[src/rtl/csi2tx_comp_line_ctrl.sv]
// Line/frame sequencer for the 12-to-8 DPCM compressor: latches scheme and line
// length per frame, meters pixels under backpressure and inserts a predictor-flush gap.
module csi2tx_comp_line_ctrl #(
    parameter int unsigned PIX_W   = 12,
    parameter int unsigned CNT_W   = 16,
    parameter int unsigned GAP_CYC = 4
) (
    input  logic             sensor_clk,
    input  logic             sys_rst_n,
    input  logic [4:0]       cfg_comp_scheme,
    input  logic [CNT_W-1:0] cfg_line_pixels,
    input  logic             frame_start,
    input  logic             line_start,
    input  logic [PIX_W-1:0] pix_in,
    input  logic             pix_in_valid,
    output logic             pix_in_ready,
    output logic [4:0]       comp_scheme,
    output logic             comp_enable,
    output logic [PIX_W-1:0] comp_pixel_data,
    output logic             comp_pixel_valid,
    input  logic             out_ready,
    output logic             out_valid,
    output logic             line_done,
    output logic [CNT_W-1:0] line_byte_cnt,
    output logic             err_short_line,
    output logic             err_long_line,
    input  logic             err_clr
);

    localparam int unsigned GAP_W = $clog2(GAP_CYC + 1);

    typedef enum logic [1:0] {IDLE, WAIT_LS, ACTIVE, GAP} state_t;

    state_t           state, state_nxt;
    logic [CNT_W-1:0] line_len;
    logic [CNT_W-1:0] pix_cnt;
    logic [GAP_W-1:0] gap_cnt;
    logic             pending;
    logic             line_seen;
    logic             advance;
    logic             in_active;
    logic             accept;
    logic             last_accept;
    logic             byte_taken;
    logic             start_line;
    logic             enter_gap;
    logic             short_evt;
    logic             long_evt;
    logic             pend_set;

    assign advance    = out_ready | ~out_valid;
    assign in_active  = (state == ACTIVE);
    assign byte_taken = out_valid & out_ready;

    // IDLE is only reachable through reset, so freezing the compressor there
    // keeps every output at zero while out of a frame.
    assign comp_enable = advance & (state != IDLE);

    assign pix_in_ready     = in_active & advance & (pix_cnt < line_len);
    assign accept           = pix_in_valid & pix_in_ready;
    assign comp_pixel_valid = accept;
    assign comp_pixel_data  = in_active ? pix_in : '0;
    assign last_accept      = accept & (pix_cnt == line_len - 1'b1);

    always_comb begin
        state_nxt  = state;
        start_line = 1'b0;
        enter_gap  = 1'b0;
        short_evt  = 1'b0;
        long_evt   = 1'b0;
        pend_set   = 1'b0;
        case (state)
            IDLE: begin
            end
            WAIT_LS: begin
                long_evt = pix_in_valid & line_seen;
                if (line_start) begin
                    start_line = 1'b1;
                    state_nxt  = ACTIVE;
                end
            end
            ACTIVE: begin
                if (line_start) begin
                    pend_set  = 1'b1;
                    short_evt = ~last_accept;
                end
                if (line_start | last_accept) begin
                    enter_gap = 1'b1;
                    state_nxt = GAP;
                end
            end
            GAP: begin
                if (line_start) pend_set = 1'b1;
                if (advance && gap_cnt == GAP_W'(1)) begin
                    // a line_start remembered during abort/gap skips WAIT_LS
                    if (pending | line_start) begin
                        start_line = 1'b1;
                        state_nxt  = ACTIVE;
                    end else begin
                        state_nxt = WAIT_LS;
                    end
                end
            end
        endcase
        if (frame_start) state_nxt = WAIT_LS;
    end

    always_ff @(posedge sensor_clk or negedge sys_rst_n) begin
        if (!sys_rst_n) begin
            state          <= IDLE;
            comp_scheme    <= '0;
            line_len       <= CNT_W'(1);
            pix_cnt        <= '0;
            gap_cnt        <= '0;
            pending        <= 1'b0;
            line_seen      <= 1'b0;
            out_valid      <= 1'b0;
            line_byte_cnt  <= '0;
            line_done      <= 1'b0;
            err_short_line <= 1'b0;
            err_long_line  <= 1'b0;
        end else begin
            state          <= state_nxt;
            if (advance) out_valid <= comp_pixel_valid;
            line_done      <= byte_taken & (line_byte_cnt == line_len - 1'b1);
            err_short_line <= short_evt | (err_short_line & ~err_clr);
            err_long_line  <= long_evt | (err_long_line & ~err_clr);

            if (frame_start) begin
                comp_scheme   <= cfg_comp_scheme;
                line_len      <= (cfg_line_pixels == '0) ? CNT_W'(1) : cfg_line_pixels;
                pix_cnt       <= '0;
                line_byte_cnt <= '0;
                gap_cnt       <= '0;
                pending       <= 1'b0;
                line_seen     <= 1'b0;
            end else begin
                if (start_line) begin
                    pix_cnt       <= '0;
                    line_byte_cnt <= '0;
                    pending       <= 1'b0;
                    line_seen     <= 1'b0;
                end else begin
                    if (accept)     pix_cnt       <= pix_cnt + 1'b1;
                    if (byte_taken) line_byte_cnt <= line_byte_cnt + 1'b1;
                    if (pend_set)   pending       <= 1'b1;
                    if (state == GAP && state_nxt == WAIT_LS) line_seen <= 1'b1;
                end
                if (enter_gap) begin
                    gap_cnt <= GAP_W'(GAP_CYC);
                end else if (state == GAP && advance) begin
                    gap_cnt <= gap_cnt - 1'b1;
                end
            end
        end
    end

endmodule

[config.mk]
export PLATFORM = sky130hd
export DESIGN_NAME = csi2tx_comp_line_ctrl
export DESIGN_NICKNAME = d
export VERILOG_FILES = /design/src/rtl/csi2tx_comp_line_ctrl.sv
export SDC_FILE = /design/constraint.sdc
export NUM_CORES = 1
export LEC_CHECK = 0
export ABC_AREA = 0
export BUFFER_PORTS_ARGS = -buffer_cell sky130_fd_sc_hd__buf_4
export CAP_MARGIN = 20
export CORE_AREA = 4 4 104 106
export CTS_CLUSTER_DIAMETER = 40
export DETAILED_ROUTE_END_ITERATION = 10
export DIE_AREA = 0 0 108 110
export GPL_ROUTABILITY_DRIVEN = 0
export PLACE_DENSITY = 0.65
export REMOVE_ABC_BUFFERS = 1
export SLEW_MARGIN = 20
export SYNTH_ARGS = -nofsm -noshare
export SYNTH_HDL_FRONTEND = slang
export SYNTH_SLANG_ARGS = --single-unit
export TNS_END_PERCENT = 30
[constraint.sdc]
create_clock -name sensor_clk -period 3 [get_ports sensor_clk]
set_clock_uncertainty 0.2 [all_clocks]
set_input_delay 0.3 -clock sensor_clk [delete_from_list [all_inputs] [get_ports sensor_clk]]
set_output_delay 0.3 -clock sensor_clk [all_outputs]
set_load 0.02 [all_outputs]
==> summary.md <==
| Metric | Value |
|---|---|
| CP Capture Point | gap_cnt[2] |
| N_diodes | 0 |
| Post-layout power | about 2.4 mW |
| Fraction of registers with async set or reset after synthesis | 100.0% |
| DRT Wirelength | 12190 um |
| Pwr Density | ~420 nW/um2 |
| Root buffer cell | clkbuf_8 |
| Max_slew headroom | approximately 43% |
| R2R Setup Slk | around 0.039 ns |
| Tcrit/Tclk final | 98.70% |
| Longest Clk Path Bufs | 2 |
| Place WS | ~0.10 ns |
| WL/cell | 16.38 um |
| Top FF cell, synth | dfrtp_1 |
| Critical path arrival | ~3.1 ns |
| CTS buffer count | 9 |
| Clock-pin transition on the worst setup and hold timing paths | about 0.07 ns |
| Critical Path Sink Type | register |
| Die Area | 11880 um2 |
| Ys Warns | 0 |
| Final hold vios | 0 |
| Horiz. Die Dim | between 100 and 150 um |
| Crit path kind | register to register |
| Layout cell share with drive strength beyond 1 | 24.88% |
| Largest net degree at the start of global routing | 65 |
| Post-route minimum period | just under 3 ns |
| Routed wl met2 | between 5000 and 6000 um |
| Final antenna-violating net count | 0 |
| Port Buf Inserts | slightly below 80 |
| DIE HEIGHT | around 110 um |
| Synthesized flop and latch total | 64 |
| Max Fclk | roughly 0.34 GHz |
| Post-synth EDFFs | 0 |
| Crit-path max FO | 8 |
| Antenna violations before repair | 0 |
| Post-synthesis sequential area ratio | 36.81% |
| Cell area after synthesis | 4354 um2 |
| TritonRoute pass-1 iters | 5 |
| Synthesized instance count | 496 |
| Number of sinks driven by the clock tree | between 60 and 70 |
| Avg Cell Area, Syn | a little under 9 um2 |
| First-pass GRT wire length | 20130 um |
| Worst Reg2Reg Path Length in Cells | 7 |
| Critical Path RT | about 3 ns |
| Via count | between 4000 and 5000 |
| # rows | 36 |
| Largest area contributor in the netlist | dfrtp_1 |
| Setup crit start | line_len[5] |
| FF-to-FF Start | line_len[5] |
| Dpl hpwl | 9098 um |
| Top post-synthesis cells by area | dfrtp_1 36%, xnor2_1 10%, ha_1 6.0% |
| DR vias/cell | roughly 5.4 |
| Max_cap viols | 0 |
| IO Pins | 80 |
| Worst setup margin | 0.03910 ns |
| CTS H-tree lvls | 3 |
| GR Overflow Total | 0 |
| WL met3 | about 520 um |
| Leakage power | around 2.5 nW |
| Cell variety after synth | 56 |
| Hold WC Path Type | input pin to register |
| Startpoint types | register |
| Post-synth top area share | 36.21% |
| Vias in the first global route | 4141 |
| Area delta synth->final | 30.17% |
| Initial Utilization | around 45% |
| Status | finished clean |
| Peak VDD IR | about 340 uV |
| Slew Viols, Final | 0 |
| Setup-failing EPs final | 0 |
| Gr usage total | 21.61% |
| Slew at the pin closest to its max-slew limit | 0.8493 ns |
| DRC viols | 0 |
| RSZ-0062 raised after global routing | true |
| Met1 wire length | around 5300 um |
| CTS tree | yes |
| Fin nets | between 600 and 700 |
| Clk_lat worst skew | between 0.3 and 0.4 ns |
| Reg2reg end | gap_cnt[2] |
| Initial drt markers | 233 |
| Placeable Area | a little under 10000 um2 |
| Top Metal Used | met4 |
==> critical path, stage by stage, from the launching register on <==
cell,delay [ns]
dfrtp_2,0.47
or4_4,0.58
nor4_4,0.39
nand3_2,0.16
a221oi_2,0.28
o2111ai_2,0.19
nor4_4,0.44
a31o_1,0.20
==> synthesized netlist by cell type, types with 12 or more instances <==
cell type,instances
a21oi_1,18
and2_1,12
o21ai_0,27
nand2_1,51
nor2_1,43
inv_1,32
nand3_1,19
nor4_1,18
nand4_1,15
dfrtp_1,63
ha_1,21
xnor2_1,51
clkbuf_1,21
xor2_1,21
==> layer usage <==
layer | global-route usage (%) | vias to the layer above
met4 | 9.107 | 0
met2 | 37.12 | 117
met5 | 0 | -
met3 | 3.611 | 29
li1 | - | 1948
met1 | 27.00 | 1960
==> worst min path at each step <==
stage / start / to / slack, ns / cells past startpoint
6_report: cfg_line_pixels[9] / line_len[9] / 0.01 / 3
5_1_grt: cfg_line_pixels[9] / line_len[9] / 0.0004 / 3
4_1_cts: cfg_line_pixels[9] / line_len[9] / 0.007 / 3
3_5_place_dp: sys_rst_n / line_byte_cnt[7] / 0.26 / 1
3_3_place_gp: sys_rst_n / line_byte_cnt[8] / 0.26 / 1
2_1_floorplan: sys_rst_n / comp_scheme[0] / -0.20 / 0
==> power by group <==
group | total [mW] | switching (mW) | internal [mW]
logic | 0.494 | 0.267 | 0.227
registers | 0.959 | 0.0513 | 0.908
clock network | 0.907 | 0.358 | 0.549
==> metrics by stage <==
step | hold WS (ns) | util [%] | setup TNS (ns) | area [um2] | cells
after floorplan | -0.1956 | - | 0 | 4229 | 471
after global placement | 0.2588 | 52.76 | 0 | 5157 | 705
after detailed placement | 0.2637 | 52.76 | 0 | 5157 | 705
after CTS | 0.006960 | 57.30 | 0 | 5600 | 742
after global routing | 0.0003504 | 57.99 | -0.2293 | 5668 | 744
final | 0.01092 | 57.99 | 0 | 5668 | 744
==> flip-flops by register name (all words and copies together), names as in the netlist <==
register / flops
comp_scheme: 5
err_long_line: 1
err_short_line: 1
gap_cnt: 3
line_byte_cnt: 16
line_done: 1
line_len: 16
line_seen: 1
out_valid: 1
pending: 1
pix_cnt: 16
state: 2
==> area by class of cell <==
| class | count | area [um2] |
|---|---|---|
| Fill cell | 911 | 4106 |
| Clock inverter | 6 | 107.6 |
| Sequential cell | 64 | 1609 |
| Multi-Input combinational cell | 375 | 2552 |
| Inverter | 32 | 120.1 |
| Clock buffer | 10 | 127.6 |
| Timing Repair Buffer | 124 | 984.7 |
| Tap cell | 133 | 166.4 |
==> cells by family (layout without fill, tap and decap cells) <==
| logic type | after synthesis | after routing | synth area share [%] |
|---|---|---|---|
| AO/OA/AOI/OAI | 76 | 76 | 10.98 |
| XOR/XNOR | 72 | 72 | 14.48 |
| adder cells (fa/ha/maj) | 21 | 21 | 6.034 |
| buffers and inverters | 57 | 172 | 5.633 |
| flip-flops | 64 | 64 | 36.81 |
| multiplexers | 6 | 6 | 1.552 |
| AND/OR/NAND/NOR | 200 | 200 | 24.51 |
==> cell usage in the layout (no fill, tap or decap), drive strengths merged, types with 12 or more instances in the layout <==
cell type	count
nor4	21
dlygate4sd3	20
dfrtp	63
a21oi	18
ha	21
xnor2	51
xor2	21
nand2	51
and2	12
nand4	15
inv	32
buf	104
nor2	43
o21ai	29
nand3	20
==> repair_timing <==
item	CTS	global route
setup endpoints to repair	1	7
gates resized for setup	0	19
hold endpoints to repair	83	0
hold buffers	20	0
pin swaps	0	7
buffers inserted	1	2
Power figures use the tool's default switching activity.
